==> config.mk <==
export PLATFORM = sky130hd
export DESIGN_NAME = sa2_operand_feeder_flat
export DESIGN_NICKNAME = d
export VERILOG_FILES = /design/src/rtl/sa2_operand_feeder_if.sv /design/src/rtl/sa2_operand_feeder.sv /design/src/flat_wrapper.sv
export SDC_FILE = /design/constraint.sdc
export NUM_CORES = 1
export LEC_CHECK = 0
export BUFFER_PORTS_ARGS = -buffer_cell sky130_fd_sc_hd__buf_2
export CORE_MARGIN = 5
export CORE_UTILIZATION = 30
export CTS_CLUSTER_SIZE = 20
export DETAILED_ROUTE_END_ITERATION = 12
export HOLD_SLACK_MARGIN = 0.15
export PLACE_DENSITY = 0.61
export SKIP_CTS_REPAIR_TIMING = 1
export SYNTH_ARGS = -nofsm -noshare
export SYNTH_HDL_FRONTEND = slang
export SYNTH_SLANG_ARGS = --single-unit
==> constraint.sdc <==
create_clock -name clk -period 3.49 [get_ports clk]
set_input_delay 0.1745 -clock clk [delete_from_list [all_inputs] [get_ports clk]]
set_output_delay 0.1745 -clock clk [all_outputs]
set_load 0.01 [all_outputs]
==> src/rtl/sa2_operand_feeder_if.sv <==
// Byte-stream bundle between the host DMA and the systolic-array feeder:
// activation/weight input stream plus the result output stream.
interface sa2_operand_feeder_if #(
    parameter int DATA_W = 8
);
    logic              in_valid;
    logic              in_ready;
    logic [DATA_W-1:0] in_data;
    logic              out_valid;
    logic              out_ready;
    logic [DATA_W-1:0] out_data;

    modport master (
        output in_valid, in_data, out_ready,
        input  in_ready, out_valid, out_data
    );

    modport slave (
        input  in_valid, in_data, out_ready,
        output in_ready, out_valid, out_data
    );
endinterface

==> src/rtl/sa2_operand_feeder.sv <==
// Stream front end for the 2x2 convolution systolic array: deserialises 16
// activations and 9 weights, runs the array, then serialises the 4 results.
module sa2_operand_feeder #(
    parameter int DATA_W     = 8,
    parameter int ACTIVE_MAX = 32
) (
    input  logic                  clk,
    input  logic                  rst,
    sa2_operand_feeder_if.slave   stream,
    output logic [16*DATA_W-1:0]  a_flat,
    output logic [9*DATA_W-1:0]   b_flat,
    output logic                  active_sa2,
    input  logic                  done_sa2,
    input  logic [4*DATA_W-1:0]   c_flat,
    output logic                  frame_done,
    output logic                  timeout
);
    localparam int CNT_W = (ACTIVE_MAX > 2) ? $clog2(ACTIVE_MAX) : 1;

    typedef enum logic [1:0] {LOAD_A, LOAD_B, RUN, OUT} state_t;

    state_t            state_reg, state_next;
    logic [3:0]        idx_reg, idx_next;
    logic [CNT_W-1:0]  run_cnt_reg, run_cnt_next;
    logic [1:0]        ridx_reg, ridx_next;
    logic              in_ready_reg, active_reg, out_valid_reg;
    logic              frame_done_reg, frame_done_next;
    logic              timeout_reg, timeout_next;
    logic              accept, out_fire;
    logic              a_we, b_we, res_load, res_clear;

    logic [DATA_W-1:0] a_reg   [16];
    logic [DATA_W-1:0] b_reg   [9];
    logic [DATA_W-1:0] res_reg [4];

    assign accept   = stream.in_valid && in_ready_reg;
    assign out_fire = out_valid_reg && stream.out_ready;

    always_comb begin
        state_next      = state_reg;
        idx_next        = idx_reg;
        run_cnt_next    = run_cnt_reg;
        ridx_next       = ridx_reg;
        frame_done_next = 1'b0;
        timeout_next    = 1'b0;
        a_we            = 1'b0;
        b_we            = 1'b0;
        res_load        = 1'b0;
        res_clear       = 1'b0;
        case (state_reg)
            LOAD_A: begin
                if (accept) begin
                    a_we = 1'b1;
                    if (idx_reg == 4'd15) begin
                        idx_next   = 4'd0;
                        state_next = LOAD_B;
                    end else begin
                        idx_next = idx_reg + 4'd1;
                    end
                end
            end
            LOAD_B: begin
                if (accept) begin
                    b_we = 1'b1;
                    if (idx_reg == 4'd8) begin
                        idx_next   = 4'd0;
                        state_next = RUN;
                    end else begin
                        idx_next = idx_reg + 4'd1;
                    end
                end
            end
            RUN: begin
                run_cnt_next = run_cnt_reg + 1'b1;
                // done has priority over an expiring run counter
                if (done_sa2) begin
                    res_load     = 1'b1;
                    run_cnt_next = '0;
                    state_next   = OUT;
                end else if (run_cnt_reg == CNT_W'(ACTIVE_MAX - 1)) begin
                    res_clear    = 1'b1;
                    timeout_next = 1'b1;
                    run_cnt_next = '0;
                    state_next   = OUT;
                end
            end
            OUT: begin
                if (out_fire) begin
                    if (ridx_reg == 2'd3) begin
                        ridx_next       = 2'd0;
                        frame_done_next = 1'b1;
                        state_next      = LOAD_A;
                    end else begin
                        ridx_next = ridx_reg + 2'd1;
                    end
                end
            end
            default: state_next = LOAD_A;
        endcase
    end

    // Handshake outputs are registered from the next state so they line up with it.
    always_ff @(posedge clk) begin
        if (rst) begin
            state_reg      <= LOAD_A;
            idx_reg        <= 4'd0;
            run_cnt_reg    <= '0;
            ridx_reg       <= 2'd0;
            in_ready_reg   <= 1'b0;
            active_reg     <= 1'b0;
            out_valid_reg  <= 1'b0;
            frame_done_reg <= 1'b0;
            timeout_reg    <= 1'b0;
        end else begin
            state_reg      <= state_next;
            idx_reg        <= idx_next;
            run_cnt_reg    <= run_cnt_next;
            ridx_reg       <= ridx_next;
            in_ready_reg   <= (state_next == LOAD_A) || (state_next == LOAD_B);
            active_reg     <= (state_next == RUN);
            out_valid_reg  <= (state_next == OUT);
            frame_done_reg <= frame_done_next;
            timeout_reg    <= timeout_next;
        end
    end

    genvar gi;
    generate
        for (gi = 0; gi < 16; gi++) begin : g_a
            always_ff @(posedge clk) begin
                if (rst)
                    a_reg[gi] <= '0;
                else if (a_we && idx_reg == 4'(gi))
                    a_reg[gi] <= stream.in_data;
            end
            assign a_flat[gi*DATA_W +: DATA_W] = a_reg[gi];
        end

        for (gi = 0; gi < 9; gi++) begin : g_b
            always_ff @(posedge clk) begin
                if (rst)
                    b_reg[gi] <= '0;
                else if (b_we && idx_reg == 4'(gi))
                    b_reg[gi] <= stream.in_data;
            end
            assign b_flat[gi*DATA_W +: DATA_W] = b_reg[gi];
        end

        for (gi = 0; gi < 4; gi++) begin : g_res
            always_ff @(posedge clk) begin
                if (rst || res_clear)
                    res_reg[gi] <= '0;
                else if (res_load)
                    res_reg[gi] <= c_flat[gi*DATA_W +: DATA_W];
            end
        end
    endgenerate

    assign stream.in_ready  = in_ready_reg;
    assign stream.out_valid = out_valid_reg;
    assign stream.out_data  = res_reg[ridx_reg];
    assign active_sa2       = active_reg;
    assign frame_done       = frame_done_reg;
    assign timeout          = timeout_reg;
endmodule
==> src/flat_wrapper.sv <==
// flat-port wrapper written by rule: the top's interface ports become plain ports
module sa2_operand_feeder_flat 
#(
    parameter int DATA_W     = 8,
    parameter int ACTIVE_MAX = 32
)
  (clk, rst, a_flat, b_flat, active_sa2, done_sa2, c_flat, frame_done, timeout, stream_in_valid, stream_in_data, stream_out_ready, stream_in_ready, stream_out_valid, stream_out_data);
  sa2_operand_feeder_if #(.DATA_W(DATA_W)) stream_i ();
  input  logic clk;
  input  logic rst;
  output logic [16*DATA_W-1:0] a_flat;
  output logic [9*DATA_W-1:0] b_flat;
  output logic active_sa2;
  input  logic done_sa2;
  input  logic [4*DATA_W-1:0] c_flat;
  output logic frame_done;
  output logic timeout;
  input wire logic [$bits(stream_i.in_valid)-1:0] stream_in_valid;
  input wire logic [$bits(stream_i.in_data)-1:0] stream_in_data;
  input wire logic [$bits(stream_i.out_ready)-1:0] stream_out_ready;
  output wire logic [$bits(stream_i.in_ready)-1:0] stream_in_ready;
  output wire logic [$bits(stream_i.out_valid)-1:0] stream_out_valid;
  output wire logic [$bits(stream_i.out_data)-1:0] stream_out_data;
  assign stream_i.in_valid = stream_in_valid;
  assign stream_i.in_data = stream_in_data;
  assign stream_i.out_ready = stream_out_ready;
  assign stream_in_ready = stream_i.in_ready;
  assign stream_out_valid = stream_i.out_valid;
  assign stream_out_data = stream_i.out_data;
  sa2_operand_feeder #(.DATA_W(DATA_W), .ACTIVE_MAX(ACTIVE_MAX)) u_core (.clk(clk), .rst(rst), .stream(stream_i), .a_flat(a_flat), .b_flat(b_flat), .active_sa2(active_sa2), .done_sa2(done_sa2), .c_flat(c_flat), .frame_done(frame_done), .timeout(timeout));
endmodule
Yosys cells after proc, flatten, opt, wreduce, memory -nomap -nowiden
Memories as Yosys holds them, arrays and structs flattened. A register that Yosys moved wholly into a read port is not among the register bits.
Cells that the tools add are included.
{"block": "op_classes", "n_addsub": 3, "mul": 0, "n_div": 0, "order_cmp": 0, "eq_ne": 25, "shift": 0, "n_mux": 139, "n_bitwise": 31, "n_reduce_logical": 36}
{"cell": "8-bit 2-to-1 mux", "count": 29}
{"cell": "1-bit 2-to-1 mux", "count": 91}
{"cell": "4-bit equality test, second input constant", "count": 8}
{"cell": "1-bit OR", "count": 29}
{"cell": "1-bit logical AND", "count": 27}
{"cell": "2-bit 2-to-1 mux", "count": 11}
{"cell": "4-bit by 3-bit equality test with 1-bit output, second input constant", "count": 4}
{"cell": "4-bit 2-to-1 mux", "count": 4}
{"cell": "2-bit equality test, second input constant", "count": 5}
{"cell": "5-bit 2-to-1 mux", "count": 2}
{"cell": "4-bit by 2-bit equality test with 1-bit output, second input constant", "count": 2}
{"cell": "2-bit case mux with 4 select lines", "count": 1}
{"cell": "4-bit case mux with 2 select lines", "count": 1}
{"cell": "5-bit by 1-bit adder with 5-bit output, second input constant", "count": 1}
{"cell": "5-bit equality test, second input constant", "count": 1}
{"cell": "4-bit by 1-bit adder with 4-bit output, second input constant", "count": 1}
{"cell": "2-bit by 1-bit equality test with 1-bit output, second input constant", "count": 2}
{"cell": "4-bit by 1-bit equality test with 1-bit output, second input constant", "count": 1}
{"cell": "2-bit zero test", "count": 2}
{"cell": "4-bit zero test", "count": 1}
{"cell": "2-bit by 1-bit inequality test with 1-bit output, second input constant", "count": 2}
{"cell": "3-bit AND reduction", "count": 1}
{"cell": "3-bit OR reduction", "count": 1}
{"cell": "2-bit by 1-bit adder with 2-bit output, second input constant", "count": 1}
{"cell": "other kinds (4)", "count": 6}
{"block": "totals", "reg_bits": 18, "latchBits": 0, "ram_bits": 232, "mem_bits_ro": 0, "in_bits": 45, "output_inout_bits": 213, "memories": 3}
{"memory": "u_core.a_reg", "words": 16, "width": 8, "rd": 16, "rd_ports_with_merged_regs": 0, "write_ports": 16, "line": "sa2_operand_feeder.sv:32", "source": "logic [DATA_W-1:0] a_reg [16];"}
{"memory": "u_core.b_reg", "words": 9, "width": 8, "rd": 9, "rd_ports_with_merged_regs": 0, "write_ports": 9, "line": "sa2_operand_feeder.sv:33", "source": "logic [DATA_W-1:0] b_reg [9];"}
{"memory": "u_core.res_reg", "words": 4, "width": 8, "rd": 1, "rd_ports_with_merged_regs": 1, "write_ports": 4, "line": "sa2_operand_feeder.sv:34", "source": "logic [DATA_W-1:0] res_reg [4];"}

Longest topological paths before layout
Gate-level depths: netlist of run 1.
{"block": "logic_depth", "depth_word": 8, "depth_mapped": 6, "mapped_depth_nobuf": 6}

Worst setup path before layout of run 1
OpenSTA, ideal clock, no wires.
{"block": "synth_timing", "kind": "register -> register", "start": "reg u_core.run_cnt_reg[0]", "end": "mem u_core.res_reg[0][0], enable pin", "arrival_ps": 2474, "setup_slack_ps": 583, "path_stages_with_launch": 6, "n_path_buf": 0, "path_cell_list": "dfxtp_1 -> ha_1 -> and3_1 -> ha_1 -> nor2_1 -> o21bai_1"}
{"element": "start, declared", "line": "sa2_operand_feeder.sv:24", "source": "logic [CNT_W-1:0] run_cnt_reg, run_cnt_next;"}
{"element": "start signal, assigned", "line": "sa2_operand_feeder.sv:117", "source": "run_cnt_reg <= run_cnt_next;"}
{"element": "end, declared", "line": "sa2_operand_feeder.sv:34"}

==> results of run 1 <==
-- worst max-delay path, stage by stage (launching register included) --
cell and delay (ns):
dfxtp_1 0.42, and4bb_2 0.46, nand2_1 0.26, o21bai_1 0.74
-- placed cells by master (no fill, tap or decap), types with 4 or more instances in the layout --
cell type,instances
buf_4,5
and3_1,49
a21o_1,8
clkbuf_16,27
and2_1,185
ha_1,7
nor2b_1,4
a21oi_1,6
o21bai_1,16
buf_2,257
nand2_1,8
edfxtp_1,232
nor3_2,4
clkinv_1,8
mux4_2,8
clkbuf_1,7
inv_1,4
nor2_1,25
dfxtp_1,20
dlygate4sd3_1,34
-- area by class of cell --
class | instances | area [um2]
clock buffers | 34 | 701.9
well taps | 448 | 560.5
fillers | 3169 | 20450
repair buffers | 296 | 1664
diodes | 1 | 2.502
clock inverters | 13 | 66.31
multi-input cells | 367 | 2541
flip-flops and latches | 252 | 7367
inverters | 4 | 15.01
-- cell families (layout without fill, tap and decap cells) --
group / Yosys count / in the layout / synth area share [%]
AND/OR/NAND/NOR: 309 / 309 / 19.34
flip-flops: 252 / 252 / 73.11
buffers and inverters: 42 / 347 / 1.763
AO/OA/AOI/OAI: 37 / 37 / 2.583
multiplexers: 10 / 10 / 1.987
adder cells (fa/ha/maj): 7 / 7 / 0.8691
XOR/XNOR: 4 / 4 / 0.3477
other: 0 / 1 / 0
-- through the flow --
| step | power (mW) | setup WS, ns | area [um2] | cells | hold slack, ns |
|---|---|---|---|---|---|
| 6_report | 6.337 | 1.240 | 12920 | 1415 | 0.1886 |
| 5_1_grt | 6.588 | 1.006 | 12920 | 1414 | 0.2406 |
| 4_1_cts | 6.393 | 1.153 | 12580 | 1380 | -0.1124 |
| 3_5_place_dp | 3.840 | 1.152 | 11810 | 1333 | 0.4537 |
| 3_3_place_gp | 3.837 | 1.258 | 11810 | 1333 | 0.4516 |
| 2_1_floorplan | 3.629 | 0.5831 | 10080 | 661 | 0.2512 |
-- cell usage after synthesis (2+ instances only) --
cell type	count	area, um2
ha_1	7	87.58
o21ai_0	2	10.01
nand3b_1	3	22.52
mux4_2	8	180.2
nor2_4	2	22.52
clkbuf_1	26	97.59
edfxtp_1	232	6967
xnor2_1	2	17.52
a21o_1	8	60.06
nor2b_1	4	25.02
nand2b_1	2	12.51
nor2_1	25	93.84
and3_1	49	306.5
nand2b_4	2	27.53
nor3b_1	4	30.03
nand2_1	8	30.03
a21oi_1	6	30.03
buf_2	4	20.02
and2_1	185	1157
nor3_2	4	40.04
buf_1	3	11.26
dfxtp_1	20	400.4
nand4_1	3	18.77
nand2_2	3	18.77
inv_1	4	15.01
mux2i_1	2	20.02
nor3_1	3	15.01
clkbuf_2	3	15.01
o21bai_1	17	127.6
xor2_1	2	17.52
-- how the worst max path moves through the flow --
stage / slack, ns / cells past startpoint / startpoint / end
global route: 1.01 / 4 / u_core.idx_reg[0] / u_core.a_reg[1][21]
global placement: 1.26 / 3 / u_core.state_reg[0] / u_core.a_reg[0][33]
finish: 1.24 / 3 / u_core.state_reg[0] / u_core.a_reg[0][32]
detailed placement: 1.15 / 3 / u_core.state_reg[0] / u_core.a_reg[0][39]
floorplan: 0.58 / 5 / u_core.run_cnt_reg[0] / u_core.res_reg[0][0]
CTS: 1.15 / 4 / u_core.idx_reg[0] / u_core.a_reg[1][19]
-- power groups by stage --
stage,registers [mW],logic [mW],clock network [mW]
after floorplan,3.53,0.102,0
after global placement,3.49,0.348,0
after detailed placement,3.49,0.350,0
after CTS,3.43,0.350,2.62
after global routing,3.43,0.403,2.75
final,3.42,0.371,2.54
-- layer usage --
metal | up-vias | track usage (%)
met2 | 258 | 23.11
met4 | 0 | 2.990
li1 | 2953 | -
met3 | 39 | 4.992
met1 | 3000 | 18.51
met5 | - | 0
==> impl_metrics.yaml, run 1 <==
route:
  avgRoutedWirePerCell_um: 19.77
  dr_wl_met2_um: 13040
  vias: 6250
  drt_iter0_drc: 291
  route.detailed.drc: 0
  ant_nets: 0
  wl_met3_um: 2462
  wl_met1_um: 11960
  top_layer_used: "met4"
  routed_wl_um: 27980
  drt_first_pass_iters: 4
  via_per_inst: 4.417
yosys:
  ys_ff_latch: 252
  synth_fp_nets: 713
  async_flop_share_pct: 0
  ys_warn_count: 0
  synth_area_per_cell_um2: 15.25
  yosysUniqueCellTypes: 48
  synth-edff-count: 232
  ys_seq_area_share_pct: 73.11
  syn_inst: 661
  ys.flop_type: "edfxtp_1"
  netlist_area_um2: 10080
setup_path:
  rrSetupSlack_ns: 1.24
  r2r_end: "u_core.a_reg[0][32]"
  worstSetupEndpointType: "flip-flop"
  setup.worst_path.class: "flip-flop to flip-flop"
  crit_path_start_kind: "flip-flop"
  ff2ff_path_depth: 3
  cp_data_arrival_time_ns: 2.40
  r2r_start: "u_core.state_reg[0]"
  cp_max_fo: 10
  cp.required_ns: 3.64
floorplanning:
  fp.dieW_um: 193.3
  rows: 67
  ios: 258
  die_y_um: 193.3
  dieArea_um2: 37360
  initial_core_util_pct: 30.20
  core-area_um2: 33360
global_routing:
  grt_max_degree: 38
  grt_usage_pct: 14.20
  grt_pass1_wl_um: 41190
  grt-ovfl-total: 0
  antenna_found_initial: 1
  grt_pass1_vias: 6401
clock_network:
  clk_pin_slew_ns: 0.06
  worstSkewPairLatency_ns: 0.52
  cts_sinks: 252
  numCtsBuffers: 27
  cts_buffer_depth: 3
  root_buffer: "clkbuf_16"
  cts_tree: "yes"
  htree_levels: 1
sta:
  period_needed_ns: 2.250
  tightest_slew_ns: 0.8766
  final-hold-violation-count: 0
  maxSlewHeadroom_pct: 41.07
  slew_viol_final: 0
  fin_setup_tns_ns: 0
  setup_viol: 0
  clock_skew_ns: 0.008364
  fmax_mhz: 444.5
  period_share_pct: 64.46
  rsz0062_at_grt: "no"
power:
  power.switching_mw: 1.407
  switching_share_pct: 22.20
  combPwrFrac_pct: 5.9
  p_clk_share_pct: 40.1
  seqPwrFrac_pct: 54.0
  p_leak_nw: 5.443
  ir_worst_vdd_mv: 0.2925
  p_per_area_nw_per_um2: 490.5
  p_int_mw: 4.930
hold_path:
  hold_path_end: "u_core.active_sa2"
  min_path_type: "input pin to flip-flop"
  hp-start: "stream_in_valid"
  whs_path_depth: 5
final_layout:
  area_growth_pct: 28.20
  fin_nets: 1000
  largest_reg_flops: 128
  utilization_pct: 38.72
  layout-drive-gt1-share_pct: 33.33
status:
  status: "finished, final reports clean"
place:
  gp_congestion: 0.7578
  dp_hpwl_um: 18800
  portBuffers: 257
run:
  maxCapViolations: 0
Note: power is estimated with default switching activity, not from simulation.
==> run 2, diff against run 1 <==
ABC_AREA = 1   (was default)
clock period = 2.1 ns   (was 3.49 ns; I/O delays follow)
==> impl_metrics.yaml, run 2 <==
final_layout:
  fin_nets: 1156
  layout_commonest_cell: "nor2_1"
  largest_reg_flops: 128
  area_growth_pct: 33.07
  diodes: 0
  final_cells: 1567
  utilization_pct: 40.25
  layout_common_cells: "267 x nor2_1, 257 x buf_2, 232 x edfxtp_1"
  layout-drive-gt1-share_pct: 32.53
sta:
  period_share_pct: 92.04
  clock_skew_ns: 0.009634
  period_needed_ns: 1.933
  tightest_slew_ns: 0.4991
  fmax_mhz: 517.4
  setup_viol: 0
  final-hold-violation-count: 0
  holdWs_ns: 0.1992
  maxSlewHeadroom_pct: 66.72
  fin_setup_tns_ns: 0
  slew_viol_final: 0
  rsz0062_at_grt: "no"
setup_path:
  crit_path_start_kind: "flip-flop"
  path_buf_inv: 3
  r2r_start: "u_core.idx_reg[0]"
  crit_family: "simple AND/OR/NAND/NOR gates"
  r2r_end: "u_core.a_reg[0][4]"
  setup.worst_path.class: "flip-flop to flip-flop"
  ff2ff_path_depth: 7
  path_cells: "inv_1, ha_1, inv_1, nor2_1, buf_4, nand2_1, nand2_1"
  cp_max_fo: 8
  cpPeakStageDelay_ns: 0.34
  slowest_stage: "nand2_1"
  cp.required_ns: 2.28
  rrSetupSlack_ns: 0.17
  cp_data_arrival_time_ns: 2.12
  worstSetupEndpointType: "flip-flop"
status:
  status: "finished, final reports clean"
floorplanning:
  ios: 258
  initial_core_util_pct: 30.25
  rows: 66
  fp.dieW_um: 190.9
  dieArea_um2: 36440
  die_y_um: 190.9
  core-area_um2: 32450
yosys:
  syn_inst: 778
  synth_compound_area_share_pct: 2.626
  yosysMostFrequentCell: "nor2_1"
  synth_fp_nets: 830
  ys_ff_latch: 252
  synth_top_cells_by_count: "269 x nor2_1, 232 x edfxtp_1, 59 x inv_1"
  synth_area_leaders: "edfxtp_1 71%, nor2_1 10%, dfxtp_1 4.1%"
  synth_top_area_share_pct: 70.97
  yosys.area_share.simple_pct: 16.95
  synth_top_family_by_area: "simple AND/OR/NAND/NOR gates"
  netlist_area_um2: 9817
  async_flop_share_pct: 0
  ys_warn_count: 0
  synth_xor_area_share_pct: 0.2677
  ys.flop_type: "edfxtp_1"
  synth_fa_ha_area_share_pct: 0.8922
  synth-edff-count: 232
  synth_area_per_cell_um2: 12.62
  ys_seq_area_share_pct: 75.04
  synth.area.mux_share_pct: 0
  yosysUniqueCellTypes: 32
  yosysTopAreaCell: "edfxtp_1"
clock_network:
  worstSkewPairLatency_ns: 0.54
  htree_levels: 1
  root_buffer: "clkbuf_16"
  cts_tree: "yes"
  clk_pin_slew_ns: 0.06
  cts_buffer_depth: 3
  cts_sinks: 252
  numCtsBuffers: 28
route:
  avgRoutedWirePerCell_um: 18.10
  ant_nets: 0
  routed_wl_um: 28360
  drt_first_pass_iters: 5
  vias: 6905
  via_per_inst: 4.407
  route.detailed.drc: 0
  drt_iter0_drc: 458
hold_path:
  hp-start: "stream_in_data[4]"
  whs_path_depth: 4
  min_path_type: "input pin to flip-flop"
  hold_path_end: "u_core.b_reg[5][4]"
place:
  gp_congestion: 0.7862
  dp_hpwl_um: 18930
  portBuffers: 257
  dp.cells: 1479
power:
  p_per_area_nw_per_um2: 860.4
  p_leak_nw: 5.671
  ir_worst_vdd_mv: 0.5576
global_routing:
  grt-ovfl-total: 0
  grt_pass1_vias: 6771
  antenna_found_initial: 0
  grt_max_degree: 55
  grt_pass1_wl_um: 40650
  grt_usage_pct: 14.73
run:
  maxCapViolations: 0
[run 2: cell count changes in the layout (fill, tap and decap cells not counted), moves of 16 or more]
cell | before | now
o21ai_0 | 2 | 30
inv_1 | 4 | 59
and2_1 | 185 | 0
and3_1 | 49 | 0
o21bai_1 | 16 | 0
buf_4 | 5 | 29
nor2_1 | 25 | 267
nand2_1 | 8 | 45
[run 2: per-stage QoR]
step	area (um2)	setup slack, ns	power (mW)
floorplan	9817	-0.02558	6.090
global placement	11770	0.2026	6.459
detailed placement	11770	0.1382	6.462
CTS	12680	0.1215	11.33
global route	13060	0.007276	11.66
finish	13060	0.1672	11.24
[run 2: tightest hold or removal path, stage by stage]
cell and delay (ns):
buf_2 0.08, clkinv_1 0.04, buf_4 0.25, nor2_1 0.14
[run 2: worst max path at each step]
stage                      startpoint                  end  slack (ns)  cells past startpoint
6_report            u_core.idx_reg[0]   u_core.a_reg[0][4]        0.17                      7
5_1_grt        u_core.stream.in_ready  u_core.a_reg[1][38]       0.007                      6
4_1_cts        u_core.stream.in_ready  u_core.a_reg[0][17]        0.12                      7
3_5_place_dp   u_core.stream.in_ready  u_core.a_reg[0][16]        0.14                      7
3_3_place_gp   u_core.stream.in_ready  u_core.a_reg[1][17]        0.20                      7
2_1_floorplan  u_core.stream.in_ready  u_core.a_reg[1][40]       -0.03                      6
[run 2: routing by layer]
layer	wire [um]	track usage, %	vias to the layer above
li1	-	-	3274
met5	0	0	-
met2	13230	23.66	291
met1	11900	19.79	3296
met4	602	4.171	0
met3	2628	3.963	44
[run 2: area by class of cell]
cell class / instances / area, um2
Sequential cell: 252 / 7367
Timing Repair Buffer: 325 / 1914
Tap cell: 442 / 553.0
Clock inverter: 14 / 152.6
Clock buffer: 37 / 755.7
Fill cell: 3130 / 19390
Inverter: 72 / 270.3
Multi-Input combinational cell: 425 / 2051
[run 2: kinds of logic (layout without fill, tap and decap cells)]
logic type / after synthesis / after routing
simple gates: 367 / 367
flops: 252 / 252
buf+inv: 101 / 448
compound gates: 48 / 48
fa+ha+maj: 7 / 7
xor+xnor: 3 / 3
[run 2: where the power goes]
| group | leakage [nW] | switching [mW] | total, mW | internal, mW |
|---|---|---|---|---|
| Combinational | 2.67 | 0.466 | 0.708 | 0.242 |
| Sequential | 2.56 | 0.0615 | 5.69 | 5.63 |
| Clock | 0.438 | 1.94 | 4.84 | 2.90 |
